==> src/rtl/display_pkg.sv <==
// Shared character codes, buffer entry layout and code helpers for the display path.
// Latency: n/a (types, constants and pure functions only).
// Backpressure: n/a.
package display_pkg;

  // Character code understood by the 7-segment decoder
  typedef logic [5:0] char_t;

  localparam char_t CH_BLANK = 6'd0;
  localparam char_t CH_0     = 6'd1;
  localparam char_t CH_1     = 6'd2;
  localparam char_t CH_2     = 6'd3;
  localparam char_t CH_3     = 6'd4;
  localparam char_t CH_4     = 6'd5;
  localparam char_t CH_5     = 6'd6;
  localparam char_t CH_6     = 6'd7;
  localparam char_t CH_7     = 6'd8;
  localparam char_t CH_8     = 6'd9;
  localparam char_t CH_9     = 6'd10;
  localparam char_t CH_A     = 6'd11;
  localparam char_t CH_DASH  = 6'd38;
  localparam char_t CH_MAX   = 6'd38;

  // One character buffer slot: decimal point plus character code
  typedef struct packed {
    logic  dot;
    char_t code;
  } entry_t;

  // Decimal digit 0..9 to its character code; anything else shows blank
  function automatic char_t encode_digit(input logic [3:0] value);
    if (value > 4'd9) begin
      return CH_BLANK;
    end
    return char_t'({2'b00, value} + 6'd1);
  endfunction

  // Codes the decoder does not know are stored as blank
  function automatic char_t sanitize_char(input char_t code);
    return (code > CH_MAX) ? CH_BLANK : code;
  endfunction

endpackage

==> src/rtl/display_pwm.sv <==
// Brightness PWM: free-running counter compared against a duty setting, all-ones duty = always on.
// Latency: light is registered, one cycle after the counter/duty values it is derived from.
// Backpressure: none; duty may change any cycle and takes effect on the next compare.
module display_pwm #(
  parameter int PWM_BITS = 4
) (
  input  logic                clk,
  input  logic                rst,
  input  logic [PWM_BITS-1:0] duty,
  output logic                light
);

  logic [PWM_BITS-1:0] pwm_cnt;
  logic                full_on;

  // All-ones duty must never drop out for the single count where cnt == duty
  assign full_on = &duty;

  // Free-running counter and registered light gate
  always_ff @(posedge clk) begin
    if (!rst) begin
      pwm_cnt <= '0;
      light   <= 1'b0;
    end else begin
      pwm_cnt <= pwm_cnt + 1'b1;
      light   <= full_on || (pwm_cnt < duty);
    end
  end

endmodule

==> src/rtl/display_scanner.sv <==
// Multiplexed display scanner: DIGITS-entry character buffer scanned onto a 7-seg decoder, blink via DISPLAY_BLINK_EN.
// Latency: number/dot/ena/light one cycle after the scan index, digit_sel two cycles (matches registered decoder).
// Backpressure: none; writes always accepted, out-of-range addresses and unknown codes are dropped/blanked.
module display_scanner
  import display_pkg::*;
#(
  parameter int DIGITS       = 4,
  parameter int SCAN_DIV     = 1000,
`ifdef DISPLAY_BLINK_EN
  parameter int BLINK_FRAMES = 64,
`endif
  parameter int PWM_BITS     = 4
) (
  input  logic                       clk,
  input  logic                       rst,
  input  logic                       wr_en,
  input  logic [$clog2(DIGITS)-1:0]  wr_addr,
  input  logic [5:0]                 wr_char,
  input  logic                       wr_dot,
`ifdef DISPLAY_BLINK_EN
  input  logic                       wr_blink,
`endif
  input  logic [PWM_BITS-1:0]        brightness,
  input  logic                       enable,
  output logic [5:0]                 number,
  output logic                       dot,
  output logic                       ena,
  output logic                       light,
  output logic [DIGITS-1:0]          digit_sel,
  output logic                       frame_tick
);

  localparam int              AW       = $clog2(DIGITS);
  localparam int              PW       = $clog2(SCAN_DIV);
  localparam logic [PW-1:0]   PRE_TC   = PW'(SCAN_DIV - 1);
  localparam logic [AW-1:0]   IDX_LAST = AW'(DIGITS - 1);
  localparam logic [AW:0]     DIGITS_W = (AW + 1)'(DIGITS);

  entry_t            char_buf [DIGITS];
  logic [PW-1:0]     pre;
  logic [AW-1:0]     idx;
  logic              slot_first;
  logic              slot_end;
  logic              frame_wrap;
  logic              wr_ok;
  logic              blink_hide;
  entry_t            cur;
  logic [DIGITS-1:0] sel_next;
  logic [DIGITS-1:0] sel_d1;

  assign slot_first = (pre == '0);
  assign slot_end   = (pre == PRE_TC);
  assign frame_wrap = slot_end && (idx == IDX_LAST);
  // Only power-of-two DIGITS can address every wr_addr value; others must be filtered
  assign wr_ok      = wr_en && ({1'b0, wr_addr} < DIGITS_W);
  assign cur        = char_buf[idx];
  assign sel_next   = enable ? (DIGITS'(1) << idx) : '0;

  // Character buffer: cleared on reset, written by system logic at any time
  always_ff @(posedge clk) begin
    if (!rst) begin
      for (int i = 0; i < DIGITS; i++) begin
        char_buf[i] <= '0;
      end
    end else if (wr_ok) begin
      char_buf[wr_addr] <= '{dot: wr_dot, code: sanitize_char(wr_char)};
    end
  end

  // Scan timing: prescaler holds each digit SCAN_DIV cycles, then advances the digit index
  always_ff @(posedge clk) begin
    if (!rst) begin
      pre        <= '0;
      idx        <= '0;
      frame_tick <= 1'b0;
    end else begin
      frame_tick <= frame_wrap;
      if (slot_end) begin
        pre <= '0;
        idx <= (idx == IDX_LAST) ? '0 : idx + 1'b1;
      end else begin
        pre <= pre + 1'b1;
      end
    end
  end

`ifdef DISPLAY_BLINK_EN
  localparam int            BW       = (BLINK_FRAMES > 1) ? $clog2(BLINK_FRAMES) : 1;
  localparam logic [BW-1:0] BLINK_TC = BW'(BLINK_FRAMES - 1);

  logic          blink_flag [DIGITS];
  logic          blink_phase;
  logic [BW-1:0] blink_cnt;

  // Per-entry blink flags, written alongside the character
  always_ff @(posedge clk) begin
    if (!rst) begin
      for (int i = 0; i < DIGITS; i++) begin
        blink_flag[i] <= 1'b0;
      end
    end else if (wr_ok) begin
      blink_flag[wr_addr] <= wr_blink;
    end
  end

  // Blink phase flips every BLINK_FRAMES completed frames, starting visible
  always_ff @(posedge clk) begin
    if (!rst) begin
      blink_cnt   <= '0;
      blink_phase <= 1'b0;
    end else if (frame_wrap) begin
      if (blink_cnt == BLINK_TC) begin
        blink_cnt   <= '0;
        blink_phase <= ~blink_phase;
      end else begin
        blink_cnt <= blink_cnt + 1'b1;
      end
    end
  end

  assign blink_hide = blink_phase && blink_flag[idx];
`else
  assign blink_hide = 1'b0;
`endif

  // Decoder feed: character registered from the current slot; ena low on the slot's first
  // cycle so the old segments never light under the new anode; anode delayed two stages
  always_ff @(posedge clk) begin
    if (!rst) begin
      number    <= '0;
      dot       <= 1'b0;
      ena       <= 1'b0;
      sel_d1    <= '0;
      digit_sel <= '0;
    end else begin
      number    <= cur.code;
      dot       <= cur.dot;
      ena       <= enable && !slot_first && !blink_hide;
      sel_d1    <= sel_next;
      digit_sel <= sel_d1;
    end
  end

  display_pwm #(
    .PWM_BITS (PWM_BITS)
  ) u_pwm (
    .clk   (clk),
    .rst   (rst),
    .duty  (brightness),
    .light (light)
  );

endmodule

==> config.mk <==
export PLATFORM = sky130hd
export DESIGN_NAME = display_scanner
export DESIGN_NICKNAME = d
export VERILOG_FILES = /design/src/rtl/display_pkg.sv /design/src/rtl/display_pwm.sv /design/src/rtl/display_scanner.sv
export SDC_FILE = /design/constraint.sdc
export NUM_CORES = 1
export LEC_CHECK = 0
export CORE_MARGIN = 1
export CORE_UTILIZATION = 59
export CTS_CLUSTER_DIAMETER = 30
export DETAILED_ROUTE_END_ITERATION = 12
export PLACE_DENSITY = 0.95
export SYNTH_ARGS = -nofsm -noshare
export SYNTH_HDL_FRONTEND = slang
export SYNTH_SLANG_ARGS = --single-unit
==> constraint.sdc <==
create_clock -name clk -period 2.1 [get_ports clk]
set_input_delay 0.525 -clock clk [delete_from_list [all_inputs] [get_ports clk]]
set_output_delay 0.525 -clock clk [all_outputs]
set_load 0.05 [all_outputs]
==> reports/qor.yml, run 1 <==
global_route:
  use_met2: 0.438
  overflow: 0
  grt-busiest-layer: "met2"
  grt_pass1_wl_um: 8650
  grtUsageMet3: 0.0828
  grtUsageTotal: 0.275
  gr-usage-met1: 0.345
  antenna_found_initial: 0
  grt_pass1_vias: 1805
  grt_max_degree: 25
clock_tree:
  cts-resized-gates: 0
  cts_setup_buffers: 0
  hold_buffers: 0
  cts_sinks: 62
  clock_latency_ns: 0.34
  cts_buffers: 9
  tritoncts: "built"
  clk_pin_slew_ns: 0.07
  clock_path_buffers: 2
  htree_levels: 3
  cts_root_buf: "clkbuf_8"
logic_synthesis:
  syn_avg_cell_area_um2: 11.4
  netlist_area_um2: 2550
  synth_cells: 223
  syn_nets: 247
  yosys_register_bits: 62
  ys_seq_area_frac: 0.597
  synthDistinctLibCells: 38
  synth_warnings: 0
route:
  drt_first_pass_iters: 4
  via_per_inst: 5.67
  ant_nets: 0
  num_vias: 1820
  first_iter_violations: 121
  routed_wl_um: 5260
  drc_errors: 0
  wl_per_cell_um: 16.4
sta:
  finalSetupViolations: 0
  tightest_slew_ns: 0.609
  maxSlewHeadroom: 0.593
  setup_tns_ns: 0
  hold_viol_final: 0
  finalClockSkew_ns: 0.00775
  fmax_mhz: 496
  setup_slack_ns: 0.0853
  rsz0062_at_grt: "no"
  fin_crit_ns: 2.01
  drv_slew: 0
  timing.final.crit_share: 0.959
critical_path:
  path_buf_inv: 1
  crit_fanout: 1
  max_stage_delay_ns: 0.81
  slowest_stage: "clkdlybuf4s50_1"
  cp.required_ns: 1.57
  crit_type: "reg -> out"
  crit_chain: "clkdlybuf4s50_1"
  crit_family: "buffers and inverters"
  critPathCaptureType: "primary output"
  start_kind: "register"
  crit_arrival_ns: 1.49
cells_and_area:
  fillers: 259
  final_nets: 290
  design_area_um2: 3160
  syn_to_final_growth_pct: 24.2
  drive_gt1_frac: 0.125
  antenna_cells: 0
die:
  fp.dieArea_um2: 4590
  io_pins: 31
  rows: 23
  die_y_um: 67.7
  initial_core_util: 0.624
  die_width_um: 67.7
  core_area_um2: 4090
placed_design:
  numPortBuffers: 30
  place.gp.congestion: 0.863
  pre_cts_ws_ns: 0.0288
  dp_hpwl_um: 3540
  dpl_cell_area_um2: 2940
pwr:
  power.density_nw_per_um2: 851
  peakVddDrop_mv: 0.650
  leakage_nw: 1.21
  finalPower_mw: 2.69
run_status:
  status: "finished clean"
min_path:
  hold_path_class: "reg -> reg"
flow_run:
  cap_violations: 0
per-stage QoR:
stage | utilization | instances | hold WS, ns
floorplan | - | 223 | 0.412
global placement | 0.720 | 305 | 0.418
detailed placement | 0.720 | 305 | 0.425
CTS | 0.774 | 321 | 0.443
global route | 0.774 | 321 | 0.465
finish | 0.774 | 321 | 0.441
final cells by class:
cell class / instances / area [µm²] / share of cell area
clock buffers: 13 / 201 / 0.0637
clock inverters: 3 / 20.0 / 0.00633
inverters: 9 / 33.8 / 0.0107
multi-input cells: 144 / 950 / 0.300
flip-flops and latches: 62 / 1520 / 0.481
well taps: 50 / 62.6 / 0.0198
repair buffers: 40 / 375 / 0.119
cells by family after synthesis:
| logic type | share of synthesized area |
|---|---|
| XOR/XNOR | 0.0241 |
| multiplexers | 0.0648 |
| AND/OR/NAND/NOR | 0.203 |
| flip-flops | 0.597 |
| AO/OA/AOI/OAI | 0.0461 |
| buffers and inverters | 0.0304 |
| adder cells (fa/ha/maj) | 0.0344 |
state kept, by name (all words and copies together), names as in the netlist, 2 cells and up:
| name | count |
|---|---|
| pre | 10 |
| char_buf | 28 |
| idx | 2 |
| number | 6 |
| digit_sel | 4 |
| u_pwm.pwm_cnt | 4 |
| sel_d1 | 4 |
path summary, 6_finish.rpt:
path | start | to | slack [ns] | depth (start not counted)
max | digit_sel[3] | digit_sel[3] | 0.09 | 1
min | sel_d1[2] | digit_sel[2] | 0.44 | 1
max reg2reg | idx[0] | number[4] | 0.45 | 2
min reg2reg | sel_d1[2] | digit_sel[2] | 0.44 | 1
power by group:
part           internal (mW)  switching (mW)
combinational         0.0992           0.128
clock                  0.638           0.472
sequential              1.32          0.0327
total                   2.06           0.633
cells in the final DEF, fill, tap and decap left out, drive strengths merged, types with 7 or more instances in the layout:
cell	instances
buf	10
clkdlybuf4s50	30
clkbuf	13
and2	16
dfxtp	34
nand3	15
nor2	40
inv	10
nand2	16
edfxtp	28
ha	7
mux4	7
cell usage after synthesis:
library cell / n / area, µm²
a211oi_1: 4 / 30.0
a21boi_0: 2 / 15.0
a21oi_1: 1 / 5.00
a31oi_1: 1 / 6.26
a41o_1: 1 / 10.0
and2_1: 16 / 100
and3_1: 2 / 12.5
and4_1: 1 / 8.76
and4bb_2: 1 / 12.5
buf_2: 4 / 20.0
buf_6: 1 / 11.3
clkbuf_1: 2 / 7.51
clkbuf_2: 1 / 5.00
dfxtp_1: 34 / 681
edfxtp_1: 28 / 841
ha_1: 7 / 87.6
inv_1: 9 / 33.8
mux4_1: 2 / 52.6
mux4_2: 5 / 113
nand2_1: 15 / 56.3
nand2_2: 1 / 6.26
nand2b_1: 1 / 6.26
nand3_1: 14 / 70.1
nand3_2: 1 / 10.0
nand3b_1: 1 / 7.51
nand4_1: 3 / 18.8
nand4b_1: 2 / 17.5
nor2_1: 40 / 150
nor2b_1: 1 / 6.26
nor3_1: 4 / 20.0
nor4b_1: 1 / 8.76
o211ai_1: 1 / 7.51
o21ai_0: 6 / 30.0
o21bai_1: 1 / 7.51
o22ai_1: 1 / 6.26
or3_1: 1 / 6.26
xnor2_1: 4 / 35.0
xor2_1: 3 / 26.3
per-layer routing:
metal / routed length [µm] / vias to the layer above
met5: 0 / -
met4: 134 / 0
met3: 290 / 13
met2: 2610 / 72
met1: 2220 / 863
li1: - / 872
Note: power is estimated with default switching activity, not from simulation.
==> run 2, diff against run 1 <==
--- a/config.mk
+++ b/config.mk
@@ -5,11 +5,15 @@
 export SDC_FILE = /design/constraint.sdc
 export NUM_CORES = 1
 export LEC_CHECK = 0
+export CELL_PAD_IN_SITES_DETAIL_PLACEMENT = 1
+export CELL_PAD_IN_SITES_GLOBAL_PLACEMENT = 1
 export CORE_MARGIN = 1
-export CORE_UTILIZATION = 59
+export CORE_UTILIZATION = 47
 export CTS_CLUSTER_DIAMETER = 30
 export DETAILED_ROUTE_END_ITERATION = 12
 export PLACE_DENSITY = 0.95
+export RECOVER_POWER = 25
 export SYNTH_ARGS = -nofsm -noshare
 export SYNTH_HDL_FRONTEND = slang
+export SYNTH_HIERARCHICAL = 1
 export SYNTH_SLANG_ARGS = --single-unit
==> run 2 against run 1 <==
  * Die area is 26% higher
  * Clock power increased by 6%
  * Synthesized cell count unchanged
  * Area after synthesis is 0.79% higher
  * Hold slack worse by 0.0030 ns
  * Via count increased by 1.6%
  * Combinational power is 13% higher
  * Maximum frequency up 0.85%
  * Total power up 4.1%
  * Critical path depth stayed put
  * Sequential power about the same
  * Largest cell class unchanged
  * Largest power group unchanged
==> reports/qor.yml, run 2 <==
run_status:
  status: "finished clean"
critical_path:
  crit_fanout: 1
  crit_family: "buffers and inverters"
  path_buf_inv: 1
  r2r_cells: 4
  critPathCaptureType: "primary output"
  crit_arrival_ns: 1.47
  slowest_stage: "clkdlybuf4s50_1"
  cp.required_ns: 1.57
  crit_chain: "clkdlybuf4s50_1"
  max_stage_delay_ns: 0.81
  regToRegSetupSlack_ns: 0.24
  crit_type: "reg -> out"
  r2r-start: "pre[0]"
  start_kind: "register"
  worstReg2RegEnd: "pre[0]"
clock_tree:
  clk_pin_slew_ns: 0.07
  cts_sinks: 62
  clock_latency_ns: 0.35
  tritoncts: "built"
  clock_path_buffers: 2
  cts_setup_buffers: 0
  cts-resized-gates: 0
  hold_buffers: 0
  htree_levels: 3
  cts_buffers: 9
  cts_root_buf: "clkbuf_8"
min_path:
  hp-start: "sel_d1[0]"
  min_to: "digit_sel[0]"
  hold_depth: 1
  hold_path_class: "reg -> reg"
route:
  drc_errors: 0
  routed_wl_um: 6260
  num_vias: 1849
  ant_nets: 0
  wl_per_cell_um: 18.4
  drt_first_pass_iters: 4
  via_per_inst: 5.42
  first_iter_violations: 68
die:
  rows: 26
  die_width_um: 75.9
  fp.dieArea_um2: 5760
  core_area_um2: 5170
  initial_core_util: 0.497
  die_y_um: 75.9
  io_pins: 31
sta:
  fin_crit_ns: 2.00
  finalClockSkew_ns: 0.0112
  timing.final.crit_share: 0.951
  hold_viol_final: 0
  setup_tns_ns: 0
  fmax_mhz: 501
  holdWs_ns: 0.438
  rsz0062_at_grt: "no"
  drv_slew: 0
  maxSlewHeadroom: 0.441
  finalSetupViolations: 0
  tightest_slew_ns: 0.831
  setup_slack_ns: 0.102
pwr:
  pwr-share-seq: 0.488
  leakage_nw: 1.15
  peakVddDrop_mv: 0.428
  p_clk_frac: 0.420
  power_frac_comb: 0.091
  p_sw_mw: 0.698
  swShare: 0.249
  finalPower_mw: 2.80
  power.density_nw_per_um2: 880
  p_int_mw: 2.11
logic_synthesis:
  netlist_area_um2: 2570
  synthDominantCellAreaShare: 0.327
  synth_warnings: 6
  netlist_top_cells_count: "nor2_1, dfxtp_1, edfxtp_1, nand2_1, and2_1"
  ys_seq_area_frac: 0.592
  syn_avg_cell_area_um2: 11.5
  post-synth-top-count-cell: "nor2_1"
  synthDistinctLibCells: 36
  synth_cells: 223
  synthArstFlopShare: 0
  netlist_top_cells_area: "edfxtp_1, dfxtp_1, mux4_2"
  synth_edf_count: 28
  synth_top_cell_by_area: "edfxtp_1"
  synthFlopType: "dfxtp_1"
  yosys_register_bits: 62
  syn_nets: 247
cells_and_area:
  syn_to_final_growth_pct: 24.1
  largest_register: "char_buf"
  fillers: 539
  regArea_um2: 1520
  antenna_cells: 0
  top_regs: "char_buf (28), pre (10), number (6)"
  final_nets: 290
  mostFrequentLayoutCell: "nor2_1"
  largest_reg_flops: 28
  final_cell_mix: "nor2_1, dfxtp_1, clkdlybuf4s50_1"
  multi_input_area_um2: 958
  drive_gt1_frac: 0.114
placed_design:
  numPortBuffers: 30
  place.gp.congestion: 0.738
  dp_hpwl_um: 4200
  pre_cts_ws_ns: 0.0535
flow_run:
  cap_violations: 0
global_route:
  grt_pass1_wl_um: 10700
  grt_pass1_vias: 2042
  antenna_found_initial: 0
  overflow: 0
  grt_max_degree: 20
  grtUsageTotal: 0.247
==> run 2: kinds of logic after synthesis <==
| logic type | after synthesis | share of synthesized area |
|---|---|---|
| simple gates | 100 | 0.202 |
| flops | 62 | 0.592 |
| buf+inv | 19 | 0.0321 |
| xor+xnor | 5 | 0.0171 |
| mux | 9 | 0.0692 |
| compound gates | 21 | 0.0536 |
| fa+ha+maj | 7 | 0.0341 |
==> run 2: cell type report <==
class	count	area share
repair buffers	38	0.109
well taps	70	0.0275
inverters	13	0.0153
flip-flops and latches	62	0.477
clock inverters	7	0.0310
multi-input cells	142	0.301
clock buffers	9	0.0389
==> run 2: worst max-delay path by stage <==
stage	cells past startpoint	endpoint	from	slack, ns
6_report	1	number[0]	number[0]	0.10
5_1_grt	1	frame_tick	frame_tick	0.06
4_1_cts	1	number[0]	number[0]	0.08
3_5_place_dp	4	char_buf[0][2]	rst	0.05
3_3_place_gp	4	char_buf[0][2]	wr_en	0.13
2_1_floorplan	4	char_buf[0][0]	wr_en	0.45
==> run 2: metrics by stage <==
step	instance area [µm²]	std cells	util
after floorplan	2570	223	-
after global placement	2980	325	0.577
after detailed placement	2980	325	0.577
after CTS	3210	341	0.620
after global routing	3190	341	0.616
final	3190	341	0.616
==> run 2: layer usage <==
layer  track usage  share of wire  vias up
li1              -              -      876
met1         0.285           0.40      901
met2         0.432           0.53       52
met3        0.0614          0.033       20
met4         0.113          0.029        0
met5             0              0        -
==> run 2: power by group through the flow <==
stage          clock (mW)  sequential (mW)  combinational [mW]
2_1_floorplan           0             1.43               0.106
3_3_place_gp            0             1.39               0.237
3_5_place_dp            0             1.40               0.252
4_1_cts              1.19             1.37               0.259
5_1_grt              1.24             1.38               0.277
6_report             1.18             1.37               0.256
==> run 3, diff against run 2 <==
--- a/config.mk
+++ b/config.mk
@@ -8,10 +8,10 @@
 export CELL_PAD_IN_SITES_DETAIL_PLACEMENT = 1
 export CELL_PAD_IN_SITES_GLOBAL_PLACEMENT = 1
 export CORE_MARGIN = 1
-export CORE_UTILIZATION = 47
+export CORE_UTILIZATION = 44
 export CTS_CLUSTER_DIAMETER = 30
 export DETAILED_ROUTE_END_ITERATION = 12
-export PLACE_DENSITY = 0.95
+export PLACE_DENSITY = 0.91
 export RECOVER_POWER = 25
 export SYNTH_ARGS = -nofsm -noshare
 export SYNTH_HDL_FRONTEND = slang
==> constraint.sdc (replaced) <==
create_clock -name clk -period 2 [get_ports clk]
set_input_delay 0.5 -clock clk [delete_from_list [all_inputs] [get_ports clk]]
set_output_delay 0.5 -clock clk [all_outputs]
set_load 0.05 [all_outputs]
==> run 3 against run 2 <==
  * Clock power down 20%
  * Combinational power up 3%
  * Via count down 0.81%
  * Cell area down 0.71%
  * Flip-flop and latch count unchanged
  * Non-clock buffer count up 3
  * Global-route usage down 4.2 points
  * Clock skew down 0.0075 ns
  * Final cell count up 1.5%
  * Core utilization down 4.8 points
  * Largest cell class unchanged
  * Largest power group unchanged
==> reports/qor.yml, run 3 (synthesized netlist as in run 2, its figures left out) <==
global_route:
  antenna_found_initial: 0
  grtUsageTotal: 0.205
  overflow: 0
  grt_pass1_vias: 1929
  grt_max_degree: 20
  grt_pass1_wl_um: 9220
min_path:
  hold_path_class: "reg -> reg"
route:
  num_vias: 1834
  routed_wl_um: 5500
  ant_nets: 0
  drt_first_pass_iters: 4
  first_iter_violations: 71
  wl_per_cell_um: 15.9
  via_per_inst: 5.30
  drc_errors: 0
cells_and_area:
  final_cells: 346
  largest_reg_flops: 28
  syn_to_final_growth_pct: 23.2
  final_nets: 293
  largest_register: "char_buf"
  design_area_um2: 3170
  utilization: 0.568
  mostFrequentLayoutCell: "nor2_1"
  fillers: 583
  top_regs: "char_buf (28), pre (10), number (6)"
  drive_gt1_frac: 0.124
  final_cell_mix: "nor2_1, dfxtp_1, edfxtp_1"
  antenna_cells: 0
critical_path:
  cp.required_ns: 1.50
  start_kind: "register"
  crit_arrival_ns: 1.44
  slowest_stage: "clkdlybuf4s50_1"
  crit_type: "reg -> out"
  path_buf_inv: 1
  critPathCaptureType: "primary output"
  crit_family: "buffers and inverters"
  crit_fanout: 1
  crit_chain: "clkdlybuf4s50_1"
  max_stage_delay_ns: 0.79
sta:
  rsz0062_at_grt: "no"
  maxSlewHeadroom: 0.530
  fin_crit_ns: 1.94
  fmax_mhz: 515
  finalSetupViolations: 0
  holdWs_ns: 0.439
  finalClockSkew_ns: 0.00379
  timing.final.crit_share: 0.971
  drv_slew: 0
  tightest_slew_ns: 0.699
  hold_viol_final: 0
die:
  fp.dieArea_um2: 6150
  core_area_um2: 5570
  die_y_um: 78.4
  die_width_um: 78.4
  initial_core_util: 0.461
  io_pins: 31
  rows: 27
clock_tree:
  clock_path_buffers: 2
  htree_levels: 3
  tritoncts: "built"
  cts_sinks: 62
  cts_root_buf: "clkbuf_8"
  cts_buffers: 9
  hold_buffers: 0
  clk_pin_slew_ns: 0.07
  clock_latency_ns: 0.34
flow_run:
  cap_violations: 0
pwr:
  power_frac_comb: 0.099
  p_int_mw: 1.95
  p_sw_mw: 0.691
  peakVddDrop_mv: 0.349
  power.density_nw_per_um2: 834
  p_clk_frac: 0.356
  swShare: 0.262
  pwr-share-seq: 0.545
  leakage_nw: 1.19
placed_design:
  dp_hpwl_um: 4170
  place.gp.congestion: 0.771
  dp.cells: 330
  numPortBuffers: 30
  dpl_cell_area_um2: 3010
run_status:
  status: "finished clean"
==> run 3: changes by cell type in the layout (fill, tap and decap cells not counted), sizes merged <==
cell           delta
dlymetal6s2s      +3
buf               +4
bufinv            -2
clkbuf            -1
dlygate4sd3       +1
clkinvlp          +2
clkdlybuf4s50     -5
dlygate4sd2       +1
==> run 3: area by class of cell <==
class | instances | area, µm² | area share
clock buffer | 9 | 124 | 0.0391
clock inverter | 7 | 41.3 | 0.0130
timing repair buffer | 41 | 382 | 0.121
tap | 72 | 90.1 | 0.0285
multi-input combinational | 142 | 958 | 0.303
sequential | 62 | 1520 | 0.481
inverter | 13 | 48.8 | 0.0154
==> run 3: worst paths after layout <==
check / from / end / slack [ns] / cells after the start
worst max-delay path: number[0] / number[0] / 0.06 / 1
worst min-delay path: sel_d1[0] / digit_sel[0] / 0.44 / 1
worst max register to register: pre[0] / pre[6] / 0.26 / 4
worst min register to register: sel_d1[0] / digit_sel[0] / 0.44 / 1
==> run 3: power groups by stage <==
stage                     Sequential [mW]  Combinational, mW  Clock [mW]
after floorplan                      1.50              0.111           0
after CTS                            1.44              0.268       0.958
after global routing                 1.44              0.286        1.02
after global placement               1.46              0.255           0
final                                1.44              0.263       0.939
after detailed placement             1.47              0.267           0
==> run 3: what timing repair did <==
| item | 4_1_cts | 5_1_grt |
|---|---|---|
| pin swaps | 0 | 0 |
| setup endpoints to repair | 1 | 3 |
| endpoints found under the hold margin | 0 | 0 |
| buffers inserted | 0 | 0 |
| gates resized for setup | 1 | 3 |
==> run 3: metal layers <==
metal	GRT usage	routed length, µm	vias up
met5	0	0	-
met4	0.107	169	0
met3	0.0698	212	23
met1	0.234	2370	883
li1	-	-	882
met2	0.339	2750	46
==> run 3: stage by stage <==
stage	setup WS [ns]	total power [mW]	TNS, ns
global placement	0.0449	1.72	0
detailed placement	-0.0364	1.74	-0.254
global route	0.000882	2.75	0
finish	0.0573	2.64	0
CTS	0.00340	2.67	0
floorplan	0.372	1.61	0
